`config.mk`:
```
export PLATFORM = sky130hd
export DESIGN_NAME = stream_downsizer
export DESIGN_NICKNAME = d
export VERILOG_FILES = /design/src/rtl/stream_downsizer.sv
export SDC_FILE = /design/constraint.sdc
export NUM_CORES = 1
export LEC_CHECK = 0
export CORE_MARGIN = 5
export CORE_UTILIZATION = 25
export CTS_BUF_LIST = sky130_fd_sc_hd__clkbuf_4 sky130_fd_sc_hd__clkbuf_8 sky130_fd_sc_hd__clkbuf_16
export DETAILED_ROUTE_END_ITERATION = 7
export REMOVE_ABC_BUFFERS = 1
export SETUP_SLACK_MARGIN = 0.5
export SYNTH_ARGS = -nofsm -noshare
export SYNTH_HDL_FRONTEND = slang
export SYNTH_SLANG_ARGS = --single-unit
```
`constraint.sdc`:
```
create_clock -name clk -period 1.75 [get_ports clk]
set_input_delay 0.175 -clock clk [delete_from_list [all_inputs] [get_ports clk]]
set_output_delay 0.175 -clock clk [all_outputs]
set_load 0.005 [all_outputs]
```
`src/rtl/stream_downsizer.sv`:
```
// stream_downsizer: splits IN_DW-bit stream words into OUT_DW-bit chunks on a narrower valid/ready stream.
//
// Ports:
//   clk, rst_n        clock, asynchronous active-low reset
//   stream_s_*        input word stream (data, valid, ready)
//   stream_s_keep_i   per-chunk keep mask, natural chunk order (only with STREAM_DOWNSIZER_KEEP_EN)
//   stream_m_*        output chunk stream (data, valid, ready)
//   busy_o            high while a word is held
//
// Optional feature macro: STREAM_DOWNSIZER_KEEP_EN (chunks with keep = 0 are skipped).
module stream_downsizer #(
    parameter int IN_DW      = 32,
    parameter int OUT_DW     = 8,
    parameter int BIG_ENDIAN = 0
) (
    input  logic                      clk,
    input  logic                      rst_n,
    input  logic [IN_DW-1:0]          stream_s_data_i,
    input  logic                      stream_s_valid_i,
`ifdef STREAM_DOWNSIZER_KEEP_EN
    input  logic [IN_DW/OUT_DW-1:0]   stream_s_keep_i,
`endif
    output logic                      stream_s_ready_o,
    output logic [OUT_DW-1:0]         stream_m_data_o,
    output logic                      stream_m_valid_o,
    input  logic                      stream_m_ready_i,
    output logic                      busy_o
);
    localparam int RATIO = IN_DW / OUT_DW;
    localparam int IW    = RATIO > 1 ? $clog2(RATIO) : 1;

    typedef enum logic {EMPTY, FULL} state_t;

    state_t           state;
    logic [IW-1:0]    idx;
    logic [IN_DW-1:0] data_q;
    // Masks are kept in emission order: bit p says whether the p-th emitted chunk is kept.
    logic [RATIO-1:0] mask_q;
    logic [RATIO-1:0] in_mask;
    logic [IW-1:0]    nxt_idx;
    logic             nxt_found;
    logic [IW-1:0]    ld_idx;
    logic             ld_found;
    logic             load;
    int               sel;

`ifdef STREAM_DOWNSIZER_KEEP_EN
    always_comb begin
        in_mask = '0;
        for (int k = 0; k < RATIO; k++)
            in_mask[k] = stream_s_keep_i[BIG_ENDIAN != 0 ? RATIO-1-k : k];
    end
`else
    assign in_mask = '1;
    assign mask_q  = '1;
`endif

    // Next kept position after idx, and first kept position of the incoming word.
    always_comb begin
        nxt_idx   = '0;
        nxt_found = 1'b0;
        ld_idx    = '0;
        ld_found  = 1'b0;
        for (int p = RATIO-1; p >= 0; p--) begin
            if (mask_q[p] && p > int'(idx)) begin
                nxt_found = 1'b1;
                nxt_idx   = IW'(p);
            end
            if (in_mask[p]) begin
                ld_found = 1'b1;
                ld_idx   = IW'(p);
            end
        end
    end

    always_comb begin
        sel             = BIG_ENDIAN != 0 ? RATIO-1-int'(idx) : int'(idx);
        stream_m_data_o = '0;
        for (int k = 0; k < RATIO; k++)
            if (k == sel) stream_m_data_o = data_q[k*OUT_DW +: OUT_DW];
    end

    // Ready combinationally follows stream_m_ready_i on the last chunk so words stream with no bubble.
    assign stream_s_ready_o = (state == EMPTY) || (state == FULL && !nxt_found && stream_m_ready_i);
    assign load             = stream_s_valid_i && stream_s_ready_o && ld_found;
    assign stream_m_valid_o = (state == FULL);
    assign busy_o           = (state == FULL);

    always_ff @(posedge clk or negedge rst_n) begin
        if (!rst_n) begin
            state  <= EMPTY;
            idx    <= '0;
            data_q <= '0;
`ifdef STREAM_DOWNSIZER_KEEP_EN
            mask_q <= '0;
`endif
        end else if (state == FULL && stream_m_ready_i && nxt_found) begin
            idx <= nxt_idx;
        end else if (load) begin
            state  <= FULL;
            idx    <= ld_idx;
            data_q <= stream_s_data_i;
`ifdef STREAM_DOWNSIZER_KEEP_EN
            mask_q <= in_mask;
`endif
        end else if (state == FULL && stream_m_ready_i) begin
            state <= EMPTY;
            idx   <= '0;
        end
    end
endmodule

```
==> key figures <==
Synthesis
  – #FFs+latches synth: 35
  – Post-synth top area share: 50.3%
  – Top FF cell, synth: dfrtp_1
  – Area leader, netlist: dfrtp_1
  – Synth unique cells: 24
  – Asr flop ratio synth: 100%
  – Synth area leaders: dfrtp_1, mux2_4, ha_1
  – EDFF count, synth: 0
  – Post-synth top cells: dfrtp_1, mux2_4, o22ai_1
  – Top-count cell post-synth: dfrtp_1
  – Syn avg cell area: 14.1 sq um
  – Sequential area share after synthesis: 50.3%
  – Synth Instances: 124
  – Synth warnings: 0
  – Mapped cell area: 0.00174 sq mm

Global route
  – Vias in the first global route: 1421
  – GR Overflow Total: 0
  – Tot GR Track Use: 10.9%
  – Global-route wire length before repair: 7220 microns
  – Largest net degree at the start of global routing: 36
  – Initial antenna violation count: 0

STA
  – Final min period: 1.87 ns
  – Final Cycle Share: 107%
  – Slew @ Worst Pin: 0.224 ns
  – Fmax: 0.534 GHz
  – Worst clock skew: 0.00682 ns
  – Unrepaired setup endpoints after global routing: yes
  – Setup TNS: -3.94 ns
  – Slew margin rel.: 85.0%
  – Worst setup margin: -0.124 ns
  – Setup violators final: 41
  – Final Max Tran Viols: 0
  – Final Hold Viols: 0

Die
  – Core Area: 0.00679 sq mm
  – Die width: 93.5 microns
  – DIE AREA: 0.00874 sq mm
  – Die Span Y: 93.5 microns
  – Initial Util: 25.7%
  – I/O pin count: 47
  – # rows: 30

Job
  – Max-cap violations: 0

Critical path
  – Reg-to-reg endpoint: data_q[24]$_DFFE_PN0P_
  – Startpoint types: flip-flop
  – Number of cells on the worst reg-to-reg path: 8
  – Top fanout value on the critical path: 6
  – Setup crit start: idx[1]$_DFFE_PN0P_
  – R2R setup slack: -0.12 ns
  – CP endpoint kind: flip-flop
  – CP endpoint: data_q[24]$_DFFE_PN0P_
  – Reg-to-Reg Start: idx[1]$_DFFE_PN0P_
  – Critical path data required time: 1.92 ns
  – Critical path arrival: 2.04 ns
  – Crit Path Category: flip-flop to flip-flop

Clocking
  – CTS clock-pin slew for the worst setup and hold paths: 0.07 ns
  – Max H-tree Level: 2
  – Clk sinks: 35
  – TritonCTS Buffers: 5
  – CTS root buffer: clkbuf_8
  – Worst-skew pair later-pin latency: 0.29 ns
  – CTS tree: done
  – Clock buffer depth: 2

Outcome
  – Outcome: complete, but fails checks
  – Violated checks: negative setup slack

Detailed routing
  – Total Wirelength: 4530 microns
  – Drt first pass iters: 4
  – Remaining antenna violation count: 0
  – Via density: 4.29
  – Detailed-route via count: 1295
  – Wire per inst: 15.0 microns
  – Iteration-0 DRC count of the detailed router: 13
  – DRC: 0

Power and ir drop
  – Maximum vdd ir drop: 0.000972 V
  – Total power draw: 0.00508 W
  – Leakage power: 1.36 nW
  – Power Density: 1700 mW/mm^2

Place
  – DP Cell Count: 277
  – GPL Wtd Cong: 0.720
  – Detail Placement HPWL: 3050 microns
  – PortBufs: 46

Finish
  – Antenna cells: 0
  – FILL cells: 643
  – End-of-flow core utilization: 44.0%
  – Layout area overhead: 71.6%
  – Layout cells sized above 1: 56.8%
  – Fin cells: 302
  – Nets@finish: 246

Hold path
  – HP Class: input port to asynchronous set/reset pin
==> kinds of logic after synthesis <==
| logic type | count (synthesis) | synth area share, % |
|---|---|---|
| buf+inv | 11 | 3.88 |
| flops | 35 | 50.3 |
| mux | 32 | 27.1 |
| simple gates | 16 | 5.31 |
| fa+ha+maj | 5 | 3.59 |
| compound gates | 25 | 9.84 |
==> power by group <==
| group | total, W | switching [W] | internal (W) |
|---|---|---|---|
| Sequential | 0.00155 | 0.000332 | 0.00122 |
| Combinational | 0.00287 | 0.00105 | 0.00182 |
| Clock | 0.000656 | 0.000282 | 0.000375 |
==> how the worst min path moves through the flow <==
stage,startpoint,endpoint,slack (ns),cells past startpoint
floorplan,rst_n,busy_o$_DFFE_PN0P_,-0.12,0
global placement,rst_n,data_q[29]$_DFFE_PN0P_,0.15,2
detailed placement,rst_n,data_q[29]$_DFFE_PN0P_,0.15,2
CTS,rst_n,data_q[20]$_DFFE_PN0P_,0.38,3
global route,rst_n,data_q[29]$_DFFE_PN0P_,0.40,3
finish,rst_n,data_q[29]$_DFFE_PN0P_,0.37,3
==> routing by layer <==
| metal | up-vias | global-route usage, % | routed length [microns] |
|---|---|---|---|
| li1 | 610 | - | - |
| met1 | 650 | 13.8 | 2060 |
| met2 | 30 | 17.9 | 2220 |
| met3 | 5 | 3.06 | 198 |
| met4 | 0 | 3.66 | 48 |
| met5 | - | 0 | 0 |
==> worst max-delay path, cell delays in order (launching register included) <==
cell	delay (ns)
dfrtp_2	0.44
buf_4	0.15
ha_4	0.17
buf_6	0.13
a21bo_4	0.23
nand2_8	0.10
buf_12	0.12
buf_12	0.12
mux2_4	0.30
==> layout make-up <==
| class | count | area, sq um | share of cell area (%) |
|---|---|---|---|
| clock buffers | 8 | 104 | 3.47 |
| inverters | 5 | 23.8 | 0.795 |
| multi-input cells | 78 | 1000 | 33.5 |
| flip-flops and latches | 35 | 880 | 29.4 |
| well taps | 96 | 120 | 4.02 |
| repair buffers | 80 | 862 | 28.8 |
==> repair_timing <==
item | CTS | global route
cloned | 3 | 0
pin swaps | 12 | 6
setup endpoints to repair | 43 | 44
endpoints found under the hold margin | 35 | 0
hold buffers | 1 | 0
setup buffers | 9 | 4
resized for setup | 82 | 13
==> placed cells by master (no fill, tap or decap), types with 2 or more instances in the layout <==
cell	synthesis	final
a21oi_1	5	2
a21oi_2	0	3
a22oi_2	0	5
a31oi_2	0	3
buf_12	0	8
buf_16	0	3
buf_2	0	9
buf_4	1	14
buf_6	3	9
clkbuf_8	0	7
clkdlybuf4s50_1	0	34
dfrtp_1	35	32
dfrtp_2	0	3
dlygate4sd2_1	0	2
ha_4	0	4
inv_1	5	2
inv_4	0	2
mux2_4	30	32
nand2_1	5	5
nand3b_1	3	3
o22ai_2	0	4
o22ai_4	0	2
==> flip-flops by register name, summed over array words and instances, names as in the netlist <==
signal	cells
busy_o	1
data_q	32
idx	2
==> per-stage QoR <==
stage                     instance area [sq um]  setup WS, ns  hold slack, ns
after global placement                     2460        -0.230           0.150
after detailed placement                   2460        -0.266           0.153
after floorplan                            1690       -0.0281          -0.121
after global routing                       2990        -0.169           0.400
final                                      2990        -0.124           0.372
after CTS                                  2900        -0.155           0.383
Power figures use the tool's default switching activity.
